[src/rtl/cpu_run_pkg.sv]
// rtl/cpu_run_pkg.sv - shared state encoding and defaults for the CPU run controller
package cpu_run_pkg;

  localparam int DATA_W_DEF      = 32;
  localparam int CYCLE_W_DEF     = 32;
  localparam int HALT_STABLE_DEF = 8;

  localparam logic [2:0] ST_IDLE = 3'd0;
  localparam logic [2:0] ST_RUN  = 3'd1;
  localparam logic [2:0] ST_STEP = 3'd2;
  localparam logic [2:0] ST_DONE = 3'd3;
  localparam logic [2:0] ST_TOUT = 3'd4;

endpackage

[src/rtl/cpu_halt_detect.sv]
// rtl/cpu_halt_detect.sv - probe match / stability halt detector, sampled on enabled cycles
module cpu_halt_detect
  import cpu_run_pkg::*;
#(
  parameter int DATA_W      = DATA_W_DEF,
  parameter int HALT_STABLE = HALT_STABLE_DEF
) (
  input  logic              clk,
  input  logic              rst,
  input  logic              clear_i,
  input  logic              restart_i,
  input  logic              cpu_en_i,
  input  logic              match_en_i,
  input  logic              stable_en_i,
  input  logic [DATA_W-1:0] halt_value_i,
  input  logic [DATA_W-1:0] probe_i,
  output logic              halt_hit_o
);

  localparam int SW = $clog2(HALT_STABLE) + 1;

  logic [DATA_W-1:0] prev_probe_q;
  logic [SW-1:0]     stable_cnt_q, stable_cnt_d;
  logic [SW:0]       stable_inc;
  logic              same, match_hit, stable_hit;

  assign same       = (probe_i == prev_probe_q);
  assign stable_inc = {1'b0, stable_cnt_q} + (SW+1)'(1);
  assign match_hit  = match_en_i && (probe_i == halt_value_i);
  // stable_inc counts this sample too, so HALT_STABLE-1 repeats mean HALT_STABLE equal samples
  assign stable_hit = stable_en_i && same && (stable_inc >= (SW+1)'(HALT_STABLE - 1));
  assign halt_hit_o = cpu_en_i && (match_hit || stable_hit);

  always_comb begin
    stable_cnt_d = '0;
    if (same) begin
      stable_cnt_d = (&stable_cnt_q) ? stable_cnt_q : stable_inc[SW-1:0];
    end
  end

  always_ff @(posedge clk) begin
    if (rst || clear_i) begin
      prev_probe_q <= '0;
      stable_cnt_q <= '0;
    end else if (restart_i) begin
      stable_cnt_q <= '0;
    end else if (cpu_en_i) begin
      prev_probe_q <= probe_i;
      stable_cnt_q <= stable_cnt_d;
    end
  end

endmodule

[src/rtl/cpu_run_ctrl.sv]
// rtl/cpu_run_ctrl.sv - run/step/pause controller gating the CPU clock enable and counting cycles
module cpu_run_ctrl
  import cpu_run_pkg::*;
#(
  parameter int DATA_W      = DATA_W_DEF,
  parameter int CYCLE_W     = CYCLE_W_DEF,
  parameter int HALT_STABLE = HALT_STABLE_DEF
) (
  input  logic               clk,
  input  logic               rst,
  input  logic               start,
  input  logic               step,
  input  logic               pause,
  input  logic               clear,
  input  logic               match_en,
  input  logic               stable_en,
  input  logic [DATA_W-1:0]  halt_value,
  input  logic [CYCLE_W-1:0] cycle_budget,
  input  logic [DATA_W-1:0]  probe,
  output logic               cpu_en,
  output logic [CYCLE_W-1:0] cycle_cnt,
  output logic               done,
  output logic               timeout,
  output logic [DATA_W-1:0]  result
);

  logic [2:0]         state_q, state_d;
  logic [CYCLE_W-1:0] cnt_q, cnt_d;
  logic [CYCLE_W:0]   cnt_inc;
  logic               done_q, done_d, tout_q, tout_d;
  logic [DATA_W-1:0]  result_q, result_d;
  logic               halt_hit, budget_hit, restart;

  assign cpu_en     = (state_q == ST_RUN) || (state_q == ST_STEP);
  assign cnt_inc    = {1'b0, cnt_q} + (CYCLE_W+1)'(1);
  assign budget_hit = cpu_en && (cycle_budget != '0) && (cnt_inc == {1'b0, cycle_budget});
  assign restart    = !clear && start && ((state_q == ST_DONE) || (state_q == ST_TOUT));

  cpu_halt_detect #(
    .DATA_W      (DATA_W),
    .HALT_STABLE (HALT_STABLE)
  ) u_halt_detect (
    .clk          (clk),
    .rst          (rst),
    .clear_i      (clear),
    .restart_i    (restart),
    .cpu_en_i     (cpu_en),
    .match_en_i   (match_en),
    .stable_en_i  (stable_en),
    .halt_value_i (halt_value),
    .probe_i      (probe),
    .halt_hit_o   (halt_hit)
  );

  always_comb begin
    state_d  = state_q;
    cnt_d    = cnt_q;
    done_d   = done_q;
    tout_d   = tout_q;
    result_d = result_q;
    if (cpu_en) begin
      cnt_d = (&cnt_q) ? cnt_q : cnt_inc[CYCLE_W-1:0];
    end
    if (clear) begin
      state_d  = ST_IDLE;
      cnt_d    = '0;
      done_d   = 1'b0;
      tout_d   = 1'b0;
      result_d = '0;
    end else begin
      case (state_q)
        ST_RUN, ST_STEP: begin
          // halt outranks budget, and a halt on the single STEP edge still lands in DONE
          if (halt_hit) begin
            state_d  = ST_DONE;
            done_d   = 1'b1;
            result_d = probe;
          end else if (budget_hit) begin
            state_d  = ST_TOUT;
            tout_d   = 1'b1;
            result_d = probe;
          end else if (state_q == ST_STEP || pause) begin
            state_d = ST_IDLE;
          end
        end
        ST_IDLE: begin
          if (start && !pause) state_d = ST_RUN;
          else if (step)       state_d = ST_STEP;
        end
        ST_DONE, ST_TOUT: begin
          if (start) begin
            state_d = ST_RUN;
            done_d  = 1'b0;
            tout_d  = 1'b0;
          end
        end
        default: state_d = ST_IDLE;
      endcase
    end
  end

  always_ff @(posedge clk) begin
    if (rst) begin
      state_q  <= ST_IDLE;
      cnt_q    <= '0;
      done_q   <= 1'b0;
      tout_q   <= 1'b0;
      result_q <= '0;
    end else begin
      state_q  <= state_d;
      cnt_q    <= cnt_d;
      done_q   <= done_d;
      tout_q   <= tout_d;
      result_q <= result_d;
    end
  end

  assign cycle_cnt = cnt_q;
  assign done      = done_q;
  assign timeout   = tout_q;
  assign result    = result_q;

endmodule

[config.mk]
export PLATFORM = sky130hd
export DESIGN_NAME = cpu_run_ctrl
export DESIGN_NICKNAME = d
export VERILOG_FILES = /design/src/rtl/cpu_run_pkg.sv /design/src/rtl/cpu_halt_detect.sv /design/src/rtl/cpu_run_ctrl.sv
export SDC_FILE = /design/constraint.sdc
export NUM_CORES = 1
export LEC_CHECK = 0
export CAP_MARGIN = 20
export CELL_PAD_IN_SITES_DETAIL_PLACEMENT = 1
export CELL_PAD_IN_SITES_GLOBAL_PLACEMENT = 1
export CORE_MARGIN = 5
export CORE_UTILIZATION = 33
export CTS_BUF_LIST = sky130_fd_sc_hd__clkbuf_4 sky130_fd_sc_hd__clkbuf_8
export DETAILED_ROUTE_END_ITERATION = 10
export PLACE_DENSITY = 0.81
export SYNTH_ARGS = -nofsm -noshare
export SYNTH_HDL_FRONTEND = slang
export SYNTH_HIERARCHICAL = 1
export SYNTH_SLANG_ARGS = --single-unit
[constraint.sdc]
create_clock -name clk -period 2.9 [get_ports clk]
set_clock_uncertainty 0.1 [all_clocks]
set_input_delay 0.58 -clock clk [delete_from_list [all_inputs] [get_ports clk]]
set_output_delay 0.58 -clock clk [all_outputs]
set_load 0.1 [all_outputs]
==> reports/qor.yml <==
status: "finished with violations"
violations: "setup timing"
ys_async_sr_fraction_pct: 0
ys_seq_elements: 105
synth_cell_type_count: 59
critical_path_class: "reg2reg"
total_power_mw: 3.03
arrival_ns: 3.26
power.switching_mw: 0.941
comb_power_share_pct: 21.3
hold_depth: 2
antenna_found_initial: 0
grt_pass1_wl_um: 40800
switching_share_pct: 31.0
fin_crit_ns: 3.03
cap_viol_max_count: 0
dr.pass1.iters: 5
hold_class: "reg2reg"
h-tree-depth: 3
layout_commonest_cell: "buf_4"
synth_top_flop_cell: "dfxtp_1"
netlist_instances: 812
cp_max_fo: 5
wl_per_cell_um: 19.8
gp_routability_congestion: 0.955
fin_crit_sh_pct: 104
holdPathEnd: "result[26]"
cp_cell_sequence: "ha_4 -> nand3_4 -> nor4_4 -> nand4_1 -> xnor2_1 -> or4b_2 -> a2111oi_4 -> nand4_1 -> a21oi_1"
clk_latency_ns: 0.41
finalSetupViolCount: 17
start_util_pct: 33.4
drt_iter0_markers: 439
fin_area_um2: 9780
dp_hpwl_um: 19700
drc_errors: 0
port_buffers: 170
core-area_um2: 19500
final_cell_mix: "buf_4, nand2_1, xnor2_1, clkdlybuf4s50_1, dfxtp_1"
r2r-end: "timeout"
die_w_um: 150
fillers: 2305
cts_tree: "built"
ant_nets: 0
synth-edff-count: 0
dieArea_um2: 22600
grt_use_total_pct: 22.9
timing.rr.start: "cycle_cnt[0]"
cts_buffers: 9
yosysWarnings: 6
cp_slowest_stage_delay_ns: 0.74
place_inst: 1317
cts_root_buf: "clkbuf_8"
n_antenna_cell: 0
hold_buffers: 0
final_hold_viol_count: 0
crit_path_start_kind: "flip-flop"
ff2ff_setup_slack_ns: -0.13
slew_headroom_pct: 55.2
via_count: 7143
gr-total-overflow: 0
grt_pass1_vias: 7679
nets: 1184
max_freq_mhz: 330
ys_seq_area_share_pct: 32.3
finalMaxSlewViolations: 0
critPathCaptureType: "flip-flop"
syn_nets: 919
grt_max_degree: 68
p_int_mw: 2.09
rsz0062_at_grt: "yes"
tightestPinTransition_ns: 0.666
seqPwrFrac_pct: 47.9
io_pins: 171
clockBufferDepth: 2
syn-cell-area_um2: 6500
min-delay-start: "result[26]"
syn_to_final_growth_pct: 50.3
setup_slack_ns: -0.128
clkPwrFrac_pct: 30.7
drt-total-wl_um: 26600
peakVddDrop_uv: 223
path_buf_inv: 0
leakage_nw: 3.56
powerDensity_nw_per_um2: 310
reg2reg_depth: 9
cp.required_ns: 3.13
path_common_cell: "nand4_1"
clock_sinks: 105
dpl_cell_area_um2: 9210
final_cells: 1347
die_y_um: 150
routed_via_density: 5.30
critPathTopFamily: "simple AND/OR/NAND/NOR gates"
clk_pin_slew_ns: 0.11
rows: 51
critPathSlowestCell: "or4b_2"
avgSynthCellArea_um2: 8.01
drive_above_1_share_pct: 27.6
-- metrics by stage --
| stage | worst slack [ns] | utilization, % | setup TNS, ns | hold WS (ns) |
|---|---|---|---|---|
| 5_1_grt | -0.197 | 50.2 | -4.17 | 0.404 |
| 4_1_cts | -0.0613 | 49.4 | -0.588 | 0.373 |
| 6_report | -0.128 | 50.2 | -0.660 | 0.368 |
| 3_5_place_dp | -0.775 | 47.3 | -25.14 | 0.355 |
| 2_1_floorplan | -0.138 | - | -4.15 | 0.349 |
| 3_3_place_gp | -0.556 | 47.3 | -17.88 | 0.342 |
-- kinds of logic after synthesis --
kind of cell | Yosys count | synth area share, %
muxes | 36 | 5.54
adders and majority gates | 3 | 0.577
and+or+nand+nor | 380 | 29.3
buffers and inverters | 57 | 4.58
AOI/OAI and AO/OA | 95 | 9.33
xor gates and xnor gates | 136 | 18.3
DFF | 105 | 32.3
-- power groups by stage --
stage | Sequential, mW | Combinational [mW] | Clock [mW]
finish | 1.45 | 0.647 | 0.931
global placement | 1.48 | 0.603 | 0
detailed placement | 1.49 | 0.616 | 0
floorplan | 1.49 | 0.268 | 0
global route | 1.46 | 0.687 | 1.01
CTS | 1.45 | 0.627 | 0.966
-- layout make-up --
type | instances | area (um^2) | area share (%)
clock buffers | 9 | 124 | 1.27
clock inverters | 7 | 70.1 | 0.717
inverters | 10 | 37.5 | 0.384
multi-input cells | 650 | 4410 | 45.1
flip-flops and latches | 105 | 2190 | 22.4
well taps | 265 | 332 | 3.39
repair buffers | 301 | 2610 | 26.7
-- worst max-delay path by stage --
stage,from,to,slack (ns),cells past startpoint
floorplan,cycle_cnt[13],result[0],-0.14,10
global placement,cycle_budget[7],result[4],-0.56,11
detailed placement,cycle_budget[16],result[1],-0.78,10
CTS,cycle_cnt[0],result[14],-0.06,12
global route,cycle_cnt[0],timeout,-0.20,9
finish,cycle_cnt[0],timeout,-0.13,9
-- what timing repair did --
| action | 4_1_cts | 5_1_grt |
|---|---|---|
| cloned | 2 | 0 |
| setup endpoints to repair | 35 | 36 |
| pin swaps | 12 | 17 |
| gates resized for setup | 26 | 28 |
| endpoints found under the hold margin | 0 | 0 |
| setup buffers | 9 | 5 |
-- cell usage after synthesis, types with 15 or more instances --
cell type	instances	area share, %
a21oi_1	46	3.5
clkbuf_1	26	1.5
dfxtp_1	105	32
mux2i_1	36	5.5
nand2_1	158	9.1
nand3_1	21	1.6
nand4_1	39	3.8
nor2_1	62	3.6
nor3_1	15	1.2
nor4_1	19	1.8
xnor2_1	103	14
xor2_1	33	4.4
-- routing by layer --
metal	global-route usage (%)	vias to the layer above	part of all wire, %
met2	39.5	254	50
met4	10.3	0	3.7
met1	27.4	3475	41
li1	-	3342	-
met5	0	-	0
met3	4.67	72	5.8
-- sequential cells by signal, summed over array words and instances (netlist names) --
signal	count
done	1
result	32
cycle_cnt	32
timeout	1
u_halt_detect/prev_probe_q	32
u_halt_detect/stable_cnt_q	4
state_q	3
-- worst register-to-register path, cell delays in order (launching register included) --
cell       delay (ns)
dfxtp_4          0.40
ha_4             0.16
nand3_4          0.15
nor4_4           0.36
nand4_1          0.20
xnor2_1          0.19
or4b_2           0.74
a2111oi_4        0.27
nand4_1          0.23
a21oi_1          0.17
No activity file was read; power rests on OpenSTA's default activity.
